==> src/rtl/vga_frame_blitter_if.sv <==
// Bundles the blitter's game-side inputs, ROM port and VGA-adapter outputs.
// The slave modport is the blitter's view, the master modport is the surrounding system's view.
interface vga_frame_blitter_if #(
    parameter int X_W     = 9,
    parameter int Y_W     = 8,
    parameter int COLOR_W = 3,
    parameter int ADDR_W  = 17,
    parameter int NUM_SRC = 4
);
    logic [1:0]                 iGameMode;
    logic                       iVSync;
    logic                       iStart;
    logic                       iFillEn;
    logic [COLOR_W-1:0]         iFillColor;
    logic [NUM_SRC*COLOR_W-1:0] iRomData;
    logic [ADDR_W-1:0]          oRomAddr;
    logic [X_W-1:0]             oX;
    logic [Y_W-1:0]             oY;
    logic [COLOR_W-1:0]         oColor;
    logic                       oWriteEn;
    logic                       oBusy;
    logic                       oDone;
    logic                       oMissed;

    modport slave (
        input  iGameMode, iVSync, iStart, iFillEn, iFillColor, iRomData,
        output oRomAddr, oX, oY, oColor, oWriteEn, oBusy, oDone, oMissed
    );

    modport master (
        output iGameMode, iVSync, iStart, iFillEn, iFillColor, iRomData,
        input  oRomAddr, oX, oY, oColor, oWriteEn, oBusy, oDone, oMissed
    );
endinterface

==> src/rtl/vga_frame_blitter.sv <==
// Copies one H_RES x V_RES frame from a selected image ROM (or a fill colour) into the VGA framebuffer.
// Pixel writes trail their ROM address by ROM_LAT+1 cycles; no backpressure, triggers while busy are dropped and flagged.
module vga_frame_blitter #(
    parameter int H_RES   = 320,
    parameter int V_RES   = 240,
    parameter int X_W     = 9,
    parameter int Y_W     = 8,
    parameter int COLOR_W = 3,
    parameter int ADDR_W  = 17,
    parameter int NUM_SRC = 4,
    parameter int ROM_LAT = 1
) (
    input  logic               clk,
    input  logic               iResetn,
    vga_frame_blitter_if.slave bus
);
    localparam logic [ADDR_W-1:0] LAST_ADDR = ADDR_W'(H_RES*V_RES-1);
    localparam logic [X_W-1:0]    LAST_X    = X_W'(H_RES-1);
    localparam int                DRN_W     = $clog2(ROM_LAT+2);
    localparam logic [DRN_W-1:0]  DRN_END   = DRN_W'(ROM_LAT);

    typedef enum logic [1:0] {IDLE, SWEEP, DRAIN, DONE} state_e;

    state_e              state_q, state_d;
    logic                vs_meta_q, vs_sync_q, vs_prev_q;
    logic [ADDR_W-1:0]   addr_q, addr_d;
    logic [X_W-1:0]      x_q, x_d;
    logic [Y_W-1:0]      y_q, y_d;
    logic [DRN_W-1:0]    drn_q, drn_d;
    logic [1:0]          sel_q, sel_d;
    logic                fill_q, fill_d;
    logic [COLOR_W-1:0]  fcol_q, fcol_d;
    logic                trig;

    logic [ROM_LAT-1:0]  pv_q;
    logic [X_W-1:0]      px_q [ROM_LAT];
    logic [Y_W-1:0]      py_q [ROM_LAT];
    logic [COLOR_W-1:0]  rom_pix;
    logic                owe_q;
    logic [X_W-1:0]      ox_q;
    logic [Y_W-1:0]      oy_q;
    logic [COLOR_W-1:0]  ocol_q;

    always_ff @(posedge clk or negedge iResetn) begin
        if (!iResetn) begin
            vs_meta_q <= 1'b0;
            vs_sync_q <= 1'b0;
            vs_prev_q <= 1'b0;
        end else begin
            vs_meta_q <= bus.iVSync;
            vs_sync_q <= vs_meta_q;
            vs_prev_q <= vs_sync_q;
        end
    end

    assign trig = (vs_prev_q & ~vs_sync_q) | bus.iStart;

    always_ff @(posedge clk or negedge iResetn) begin
        if (!iResetn) begin
            state_q <= IDLE;
            addr_q  <= '0;
            x_q     <= '0;
            y_q     <= '0;
            drn_q   <= '0;
            sel_q   <= '0;
            fill_q  <= 1'b0;
            fcol_q  <= '0;
        end else begin
            state_q <= state_d;
            addr_q  <= addr_d;
            x_q     <= x_d;
            y_q     <= y_d;
            drn_q   <= drn_d;
            sel_q   <= sel_d;
            fill_q  <= fill_d;
            fcol_q  <= fcol_d;
        end
    end

    always_comb begin
        state_d = state_q;
        addr_d  = addr_q;
        x_d     = x_q;
        y_d     = y_q;
        drn_d   = drn_q;
        sel_d   = sel_q;
        fill_d  = fill_q;
        fcol_d  = fcol_q;
        case (state_q)
            IDLE: begin
                if (trig) begin
                    state_d = SWEEP;
                    addr_d  = '0;
                    x_d     = '0;
                    y_d     = '0;
                    // Out-of-range modes fall back to source 0.
                    sel_d   = ({30'd0, bus.iGameMode} < 32'(NUM_SRC)) ? bus.iGameMode : 2'd0;
                    fill_d  = bus.iFillEn;
                    fcol_d  = bus.iFillColor;
                end
            end
            SWEEP: begin
                if (addr_q == LAST_ADDR) begin
                    state_d = DRAIN;
                    drn_d   = '0;
                end else begin
                    addr_d = addr_q + 1'b1;
                    if (x_q == LAST_X) begin
                        x_d = '0;
                        y_d = y_q + 1'b1;
                    end else begin
                        x_d = x_q + 1'b1;
                    end
                end
            end
            DRAIN: begin
                if (drn_q == DRN_END) state_d = DONE;
                else                  drn_d   = drn_q + 1'b1;
            end
            DONE: begin
                state_d = IDLE;
                addr_d  = '0;
            end
            default: state_d = IDLE;
        endcase
    end

    always_comb begin
        rom_pix = '0;
        for (int s = 0; s < NUM_SRC; s++) begin
            if (sel_q == 2'(s)) rom_pix = bus.iRomData[s*COLOR_W +: COLOR_W];
        end
    end

    // Coordinates ride a ROM_LAT-deep shadow pipe so they meet their ROM word at the output register.
    always_ff @(posedge clk or negedge iResetn) begin
        if (!iResetn) begin
            pv_q <= '0;
            for (int i = 0; i < ROM_LAT; i++) begin
                px_q[i] <= '0;
                py_q[i] <= '0;
            end
            owe_q  <= 1'b0;
            ox_q   <= '0;
            oy_q   <= '0;
            ocol_q <= '0;
        end else begin
            pv_q[0] <= (state_q == SWEEP);
            px_q[0] <= x_q;
            py_q[0] <= y_q;
            for (int i = 1; i < ROM_LAT; i++) begin
                pv_q[i] <= pv_q[i-1];
                px_q[i] <= px_q[i-1];
                py_q[i] <= py_q[i-1];
            end
            owe_q <= pv_q[ROM_LAT-1];
            if (pv_q[ROM_LAT-1]) begin
                ox_q   <= px_q[ROM_LAT-1];
                oy_q   <= py_q[ROM_LAT-1];
                ocol_q <= fill_q ? fcol_q : rom_pix;
            end
        end
    end

    assign bus.oRomAddr = addr_q;
    assign bus.oX       = ox_q;
    assign bus.oY       = oy_q;
    assign bus.oColor   = ocol_q;
    assign bus.oWriteEn = owe_q;
    assign bus.oBusy    = (state_q == SWEEP) || (state_q == DRAIN);
    assign bus.oDone    = (state_q == DONE);
    assign bus.oMissed  = trig && (state_q != IDLE);
endmodule

==> src/flat_wrapper.sv <==
// flat-port wrapper written by rule: the top's interface ports become plain ports
module vga_frame_blitter_flat 
#(
    parameter int H_RES   = 320,
    parameter int V_RES   = 240,
    parameter int X_W     = 9,
    parameter int Y_W     = 8,
    parameter int COLOR_W = 3,
    parameter int ADDR_W  = 17,
    parameter int NUM_SRC = 4,
    parameter int ROM_LAT = 1
)
  (clk, iResetn, bus_iGameMode, bus_iVSync, bus_iStart, bus_iFillEn, bus_iFillColor, bus_iRomData, bus_oRomAddr, bus_oX, bus_oY, bus_oColor, bus_oWriteEn, bus_oBusy, bus_oDone, bus_oMissed);
  vga_frame_blitter_if #(.X_W(X_W), .Y_W(Y_W), .COLOR_W(COLOR_W), .ADDR_W(ADDR_W), .NUM_SRC(NUM_SRC)) bus_i ();
  input  logic clk;
  input  logic iResetn;
  input wire logic [$bits(bus_i.iGameMode)-1:0] bus_iGameMode;
  input wire logic [$bits(bus_i.iVSync)-1:0] bus_iVSync;
  input wire logic [$bits(bus_i.iStart)-1:0] bus_iStart;
  input wire logic [$bits(bus_i.iFillEn)-1:0] bus_iFillEn;
  input wire logic [$bits(bus_i.iFillColor)-1:0] bus_iFillColor;
  input wire logic [$bits(bus_i.iRomData)-1:0] bus_iRomData;
  output wire logic [$bits(bus_i.oRomAddr)-1:0] bus_oRomAddr;
  output wire logic [$bits(bus_i.oX)-1:0] bus_oX;
  output wire logic [$bits(bus_i.oY)-1:0] bus_oY;
  output wire logic [$bits(bus_i.oColor)-1:0] bus_oColor;
  output wire logic [$bits(bus_i.oWriteEn)-1:0] bus_oWriteEn;
  output wire logic [$bits(bus_i.oBusy)-1:0] bus_oBusy;
  output wire logic [$bits(bus_i.oDone)-1:0] bus_oDone;
  output wire logic [$bits(bus_i.oMissed)-1:0] bus_oMissed;
  assign bus_i.iGameMode = bus_iGameMode;
  assign bus_i.iVSync = bus_iVSync;
  assign bus_i.iStart = bus_iStart;
  assign bus_i.iFillEn = bus_iFillEn;
  assign bus_i.iFillColor = bus_iFillColor;
  assign bus_i.iRomData = bus_iRomData;
  assign bus_oRomAddr = bus_i.oRomAddr;
  assign bus_oX = bus_i.oX;
  assign bus_oY = bus_i.oY;
  assign bus_oColor = bus_i.oColor;
  assign bus_oWriteEn = bus_i.oWriteEn;
  assign bus_oBusy = bus_i.oBusy;
  assign bus_oDone = bus_i.oDone;
  assign bus_oMissed = bus_i.oMissed;
  vga_frame_blitter #(.H_RES(H_RES), .V_RES(V_RES), .X_W(X_W), .Y_W(Y_W), .COLOR_W(COLOR_W), .ADDR_W(ADDR_W), .NUM_SRC(NUM_SRC), .ROM_LAT(ROM_LAT)) u_core (.clk(clk), .iResetn(iResetn), .bus(bus_i));
endmodule
==> config.mk <==
export PLATFORM = sky130hd
export DESIGN_NAME = vga_frame_blitter_flat
export DESIGN_NICKNAME = d
export VERILOG_FILES = /design/src/rtl/vga_frame_blitter_if.sv /design/src/rtl/vga_frame_blitter.sv /design/src/flat_wrapper.sv
export SDC_FILE = /design/constraint.sdc
export NUM_CORES = 1
export LEC_CHECK = 0
export ABC_AREA = 1
export CAP_MARGIN = 20
export CORE_MARGIN = 10
export CORE_UTILIZATION = 54
export DETAILED_ROUTE_END_ITERATION = 7
export PLACE_DENSITY = 0.8
export SYNTH_ARGS = -nofsm -noshare
export SYNTH_HDL_FRONTEND = slang
export SYNTH_SLANG_ARGS = --single-unit
==> constraint.sdc <==
create_clock -name clk -period 2 [get_ports clk]
set_input_delay 0.4 -clock clk [delete_from_list [all_inputs] [get_ports clk]]
set_output_delay 0.4 -clock clk [all_outputs]
set_load 0.01 [all_outputs]
==> metrics.md, run 1 <==
| Metric | Value |
|---|---|
| Outcome | `finished, final reports clean` |
| Initial antenna violation count | `0` |
| Ys async rst share | `100.0%` |
| Setup crit start | `u_core.bus.oRomAddr[14]$_DFFE_PN0P_` |
| Synth area leader | `dfrtp_1` |
| Synth top area cells | `dfrtp_1 51%, nand2_1 15%, nand3_1 5.5%, inv_1 4.3%, nor2_1 3.7%` |
| Maximum VDD drop | `0.5081 mV` |
| RSZ-0062 raised after global routing | `no` |
| Reg2Reg Depth | `9` |
| Total stage count of the critical path | `1` |
| Mapped cell area | `4240 µm²` |
| CP Launch Type | `flop` |
| GR Overflow Total | `0` |
| Yosys top cell area share | `50.75%` |
| First drt pass iteration count | `5` |
| Worst relative slew slack | `62.94%` |
| Clock transition at path regs | `0.09 ns` |
| Vias per Instance | `5.148` |
| Filler instances | `615` |
| Leakage | `2.502 nW` |
| Largest net degree at the start of global routing | `38` |
| Final setup fails | `0` |
| NumNets Final | `619` |
| Hold bufs inserted after CTS | `0` |
| Chip height | `108.6 µm` |
| Cells after Synth | `522` |
| Max incr delay on CP | `0.60 ns` |
| Worst setup endpoint | `bus_oRomAddr[14]` |
| CTS tree | `yes` |
| 1st-iter DRT viols | `153` |
| Initial Util | `55.16%` |
| Post-Layout Cell Count | `695` |
| Max cap viols | `0` |
| WP data arrival | `1.48 ns` |
| CP required | `1.60 ns` |
| Worst hold slack | `0.006332 ns` |
| Register area share after synthesis | `50.75%` |
| Area Overhead vs Synth | `23.13%` |
| R2r endpoint | `u_core.y_q[6]$_DFFE_PN0P_` |
| Clock sink count | `86` |
| Number of placed instances, taps included | `678` |
| H-tree depth | `3` |
| Final Max Tran Viols | `0` |
| Synthesized flop and latch total | `86` |
| Routed wire per std cell | `12.88 µm` |
| # diodes | `0` |
| Critical path class | `reg -> out` |
| Worst reg-to-reg setup slack | `0.22 ns` |
| Count leader, synth | `nand2_1` |
| Worst R2R Start | `u_core.state_q[0]$_DFFE_PN0P_` |
| Reg area | `2152 µm²` |
| WP buf/inv | `1` |
| Antenna-violating nets left | `0` |
| Core area | `7687 µm²` |
| Final hold vios | `0` |
| Top delay family on crit path | `buffers and inverters` |
| Pwr per Cell Area | `1051 nW/µm²` |
| Fmax | `532.3 MHz` |
| Syn avg cell area | `8.123 µm²` |
| CP Max Fanout | `9` |
| Post-Syn Nets | `553` |
| Root Buffer | `clkbuf_8` |
| All-Layer GR Usage | `15.95%` |
| Clock skew | `0.01072 ns` |
| I/O pins | `63` |
| CP max-delay cell | `clkdlybuf4s50_1` |
| DP HPWL | `6604 µm` |
| First-pass GRT wire length | `15610 µm` |
| Die X | `108.6 µm` |
| Crit-path cells | `clkdlybuf4s50_1` |
| RD Place Congestion | `0.8155` |
| DR vias | `3578` |
| Tmin final | `1.879 ns` |
| Hold Crit Class | `in -> async` |
| Final period utilization | `93.93%` |
| # port buffers | `62` |
| Post-route DRC | `0` |
| Most common library cells after synthesis | `175 x nand2_1, 86 x dfrtp_1, 49 x inv_1` |
| Post-synth EDFFs | `0` |
| Row Count | `32` |
| CTS max path bufs | `2` |
| Full die area | `11800 µm²` |
| Vias in the first global route | `3431` |
| Layout cell share with drive strength beyond 1 | `8.600%` |
| Most used DFF post-synth | `dfrtp_1` |
| Multi-input gate area | `1821 µm²` |
| Later-pin clock latency in the skew report | `0.35 ns` |
| Crit. End Element | `output pin` |
| Final wirelength | `8952 µm` |
| Setup TNS | `0 ns` |
| Warnings, synthesis | `0` |
| Num CTS Buffers | `9` |
| Netlist cell types | `34` |
| Worst slew pin tran | `0.5553 ns` |
flip-flops by register name, indices dropped and copies added (netlist names), 3 cells and up:
register / flops
u_core.bus.oRomAddr: 17
u_core.fcol_q: 3
u_core.bus.oColor: 3
u_core.bus.oY: 8
u_core.bus.oX: 9
u_core.x_q: 9
u_core.py_q: 8
u_core.px_q: 9
u_core.y_q: 8
worst min-delay path by stage:
| stage | startpoint | cells after the start | endpoint | slack, ns |
|---|---|---|---|---|
| final | iResetn | 1 | u_core.bus.oY[4]$_DFFE_PN0P_ | 0.006 |
| after global routing | iResetn | 1 | u_core.vs_prev_q$_DFF_PN0_ | 0.03 |
| after CTS | iResetn | 1 | u_core.y_q[4]$_DFFE_PN0P_ | 0.009 |
| after detailed placement | u_core.vs_meta_q$_DFF_PN0_ | 0 | u_core.vs_sync_q$_DFF_PN0_ | 0.34 |
| after global placement | u_core.vs_meta_q$_DFF_PN0_ | 0 | u_core.vs_sync_q$_DFF_PN0_ | 0.34 |
| after floorplan | iResetn | 0 | u_core.bus.oColor[0]$_DFFE_PN0P_ | 0.10 |
through the flow:
step | power (mW) | setup slack, ns | cell area (µm²) | utilization [%]
3_5_place_dp | 4.123 | 0.02898 | 4974 | 64.70
5_1_grt | 5.882 | 0.02507 | 5221 | 67.92
3_3_place_gp | 4.050 | 0.06902 | 4974 | 64.70
6_report | 5.485 | 0.1213 | 5221 | 67.92
4_1_cts | 5.489 | 0.02065 | 5206 | 67.72
2_1_floorplan | 3.519 | 0.4400 | 4240 | -
metal layers:
metal / up-vias / track usage [%] / wire (µm)
li1: 1817 / - / -
met1: 1683 / 19.24 / 3868
met2: 70 / 27.46 / 4454
met3: 8 / 3.953 / 536
met4: 0 / 5.085 / 92
met5: - / 0 / 0
area by class of cell:
type	instances	share of cell area, %
clock buffer	9	2.372
clock inverter	7	1.989
inverter	52	3.786
multi-input combinational	370	34.87
timing repair buffer	69	13.32
sequential	86	41.22
tap	102	2.444
cell usage in the layout, fill, tap and decap left out, drive strengths merged, types with 9 or more instances in the layout:
| cell type | count |
|---|---|
| inv | 54 |
| a21oi | 10 |
| nand2 | 179 |
| o21ai | 29 |
| clkdlybuf4s50 | 58 |
| nand4 | 23 |
| clkbuf | 9 |
| nor2 | 44 |
| nand3 | 51 |
| ha | 9 |
| dfrtp | 86 |
timing repair:
item,CTS,global route
buffers inserted,1,0
endpoints found under the setup margin,2,10
pin swaps,0,0
resized for setup,2,3
where the power goes:
group          switching, mW  internal, mW
clock network          0.645         0.721
logic                   1.18         0.729
registers              0.199          2.01
total                   2.03          3.46
cells by family (layout without fill, tap and decap cells):
group	after synthesis	in the layout	synth area share, %
DFF	86	86	50.75
and+or+nand+nor	309	309	32.64
buffers and inverters	66	137	6.610
muxes	3	3	0.7966
xor gates and xnor gates	3	3	0.6198
adders and majority gates	9	9	2.656
AOI/OAI and AO/OA	46	46	5.931
(Power assumes the default switching activity.)
==> run 2, diff against run 1 <==
--- a/config.mk
+++ b/config.mk
@@ -6,7 +6,6 @@
 export NUM_CORES = 1
 export LEC_CHECK = 0
 export ABC_AREA = 1
-export CAP_MARGIN = 20
 export CORE_MARGIN = 10
 export CORE_UTILIZATION = 54
 export DETAILED_ROUTE_END_ITERATION = 7
==> results of run 2 <==
The final DEF is identical to that of run 1; final timing and power are the same.
==> run 3, diff against run 2 <==
--- a/config.mk
+++ b/config.mk
@@ -9,7 +9,9 @@
 export CORE_MARGIN = 10
 export CORE_UTILIZATION = 54
 export DETAILED_ROUTE_END_ITERATION = 7
+export HOLD_SLACK_MARGIN = 0.02
 export PLACE_DENSITY = 0.8
+export SLEW_MARGIN = 10
 export SYNTH_ARGS = -nofsm -noshare
 export SYNTH_HDL_FRONTEND = slang
 export SYNTH_SLANG_ARGS = --single-unit
==> metrics.md, run 3 (synthesis gave the netlist of run 1 again) <==
| Metric | Value |
|---|---|
| Outcome | `finished, final reports clean (unchanged)` |
| Area Overhead vs Synth | `23.37% (was 23.13%)` |
| Antenna-violating nets left | `0 (unchanged)` |
| Tmin final | `1.880 ns (was 1.879 ns)` |
| Crit-path cells | `clkdlybuf4s50_1 (unchanged)` |
| Most frequent cells in the layout | `175 x nand2_1, 86 x dfrtp_1, 58 x clkdlybuf4s50_1 (unchanged)` |
| Final period utilization | `94.02% (was 93.93%)` |
| DP HPWL | `6604 µm (unchanged)` |
| RSZ-0062 raised after global routing | `no (unchanged)` |
| CTS max path bufs | `2 (unchanged)` |
| Fmax | `531.8 MHz (was 532.3 MHz)` |
| Num CTS Buffers | `9 (unchanged)` |
| Initial antenna violation count | `0 (unchanged)` |
| Critical path class | `reg -> out (unchanged)` |
| CP max-delay cell | `clkdlybuf4s50_1 (unchanged)` |
| Fin area | `5231 µm² (was 5221 µm²)` |
| CP required | `1.60 ns (about the same)` |
| WP buf/inv | `1 (unchanged)` |
| Sequential share of power | `40.2% (about the same)` |
| Root Buffer | `clkbuf_8 (unchanged)` |
| Final hold vios | `0 (unchanged)` |
| CTS tree | `yes (unchanged)` |
| Clock skew | `0.009959 ns (was 0.01072 ns)` |
| # diodes | `0 (unchanged)` |
| Full die area | `11800 µm² (unchanged)` |
| Final wirelength | `8934 µm (was 8952 µm)` |
| Worst slew pin tran | `0.5721 ns (was 0.5553 ns)` |
| Max reg flops | `17 (unchanged)` |
| Pwr per Cell Area | `1049 nW/µm² (was 1051 nW/µm²)` |
| Total stage count of the critical path | `1 (unchanged)` |
| Hold Crit Class | `reg -> reg (was in -> async)` |
| Crit. End Element | `output pin (unchanged)` |
| PnR worst setup slack | `0.1197 ns (was 0.1213 ns)` |
| CP Launch Type | `flop (unchanged)` |
| All-Layer GR Usage | `15.99% (was 15.95%)` |
| I/O pins | `63 (unchanged)` |
| First drt pass iteration count | `4 (was 5)` |
| Largest net degree at the start of global routing | `38 (unchanged)` |
| WP data arrival | `1.48 ns (about the same)` |
| Post-route DRC | `0 (unchanged)` |
| Routed wire per std cell | `12.84 µm (was 12.88 µm)` |
| Post-Layout Cell Count | `696 (was 695)` |
| Reg2Reg Depth | `9 (unchanged)` |
| Leakage | `2.506 nW (was 2.502 nW)` |
| Clock sink count | `86 (unchanged)` |
| Setup Slack @ Placement | `0.02898 ns (unchanged)` |
| Top delay family on crit path | `buffers and inverters (unchanged)` |
| Setup TNS | `0 ns (unchanged)` |
| RD Place Congestion | `0.8155 (unchanged)` |
| P_int | `3.459 mW (was 3.457 mW)` |
| Net load switching power | `2.028 mW (about the same)` |
| # port buffers | `62 (unchanged)` |
| Initial Util | `55.16% (unchanged)` |
| Power share of the combinational group | `34.8% (was 34.9%)` |
| Placed Area | `4974 µm² (unchanged)` |
| Later-pin clock latency in the skew report | `0.35 ns (about the same)` |
| Vias in the first global route | `3446 (was 3431)` |
| Worst relative slew slack | `61.82% (was 62.94%)` |
| Maximum VDD drop | `0.5075 mV (was 0.5081 mV)` |
| Final setup fails | `0 (unchanged)` |
| Layout cell share with drive strength beyond 1 | `8.586% (was 8.600%)` |
| Row Count | `32 (unchanged)` |
| Core area | `7687 µm² (unchanged)` |
| Max cap viols | `0 (unchanged)` |
| Die X | `108.6 µm (unchanged)` |
| Sw Share | `36.96% (was 36.97%)` |
| Vias per Instance | `5.103 (was 5.148)` |
| Clock network power share | `24.9% (about the same)` |
| First-pass GRT wire length | `15660 µm (was 15610 µm)` |
| Commonest non-fill, non-tap cell in the layout | `nand2_1 (unchanged)` |
| Worst Hold Depth | `0` |
| H-tree depth | `3 (unchanged)` |
| NumNets Final | `620 (was 619)` |
| DR vias | `3552 (was 3578)` |
| Number of placed instances, taps included | `678 (unchanged)` |
| Clock transition at path regs | `0.09 ns (about the same)` |
| CP Max Fanout | `9 (unchanged)` |
| Final Max Tran Viols | `0 (unchanged)` |
| Chip height | `108.6 µm (unchanged)` |
| Max incr delay on CP | `0.60 ns (about the same)` |
| GR Overflow Total | `0 (unchanged)` |
| 1st-iter DRT viols | `149 (was 153)` |
==> run 3: cell type report <==
type / count / area [µm²]
Fill cell: 614 / 2456
Sequential cell: 86 / 2152
Multi-Input combinational cell: 370 / 1821
Timing Repair Buffer: 70 / 705.7
Inverter: 52 / 197.7
Tap cell: 102 / 127.6
Clock buffer: 9 / 123.9
Clock inverter: 7 / 103.9
==> run 3: what timing repair did <==
item | 4_1_cts | 5_1_grt
setup endpoints to repair | 2 | 10
hold buffers | 1 | 0
resized for setup | 2 | 3
hold endpoints to repair | 22 | 0
buffers inserted | 1 | 0
==> run 3: power groups by stage <==
stage / registers, mW / clock network [mW] / logic (mW)
after global placement: 2.23 / 0 / 1.82
after CTS: 2.21 / 1.39 / 1.89
final: 2.21 / 1.37 / 1.91
after floorplan: 2.24 / 0 / 1.28
after detailed placement: 2.25 / 0 / 1.88
after global routing: 2.25 / 1.47 / 2.17
==> run 3: metal layers <==
layer	up-vias	part of all wire, %	track usage [%]
met5	-	0	0
met3	8	5.9	3.953
li1	1816	-	-
met2	65	50	27.54
met1	1663	43	19.27
met4	0	1.0	5.085
==> run 3: path summary, 6_finish.rpt <==
path / startpoint / endpoint / slack (ns)
worst max-delay path: u_core.bus.oRomAddr[14]$_DFFE_PN0P_ / bus_oRomAddr[14] / 0.12
worst max register to register: u_core.state_q[0]$_DFFE_PN0P_ / u_core.y_q[6]$_DFFE_PN0P_ / 0.22
worst min register to register: u_core.vs_meta_q$_DFF_PN0_ / u_core.vs_sync_q$_DFF_PN0_ / 0.36
worst min-delay path: u_core.vs_meta_q$_DFF_PN0_ / u_core.vs_sync_q$_DFF_PN0_ / 0.36
max in group asynchronous: iResetn / u_core.px_q[5]$_DFF_PN0_ / 0.81
min in group asynchronous: iResetn / u_core.bus.oY[4]$_DFFE_PN0P_ / 0.54
==> run 3: stage by stage <==
step                      power (mW)  hold slack (ns)  util (%)
after floorplan                3.519           0.1044         -
after global placement         4.050           0.3391     64.70
after detailed placement       4.123           0.3355     64.70
after CTS                      5.490           0.3583     67.85
after global routing           5.884           0.3702     68.05
final                          5.486           0.3564     68.05
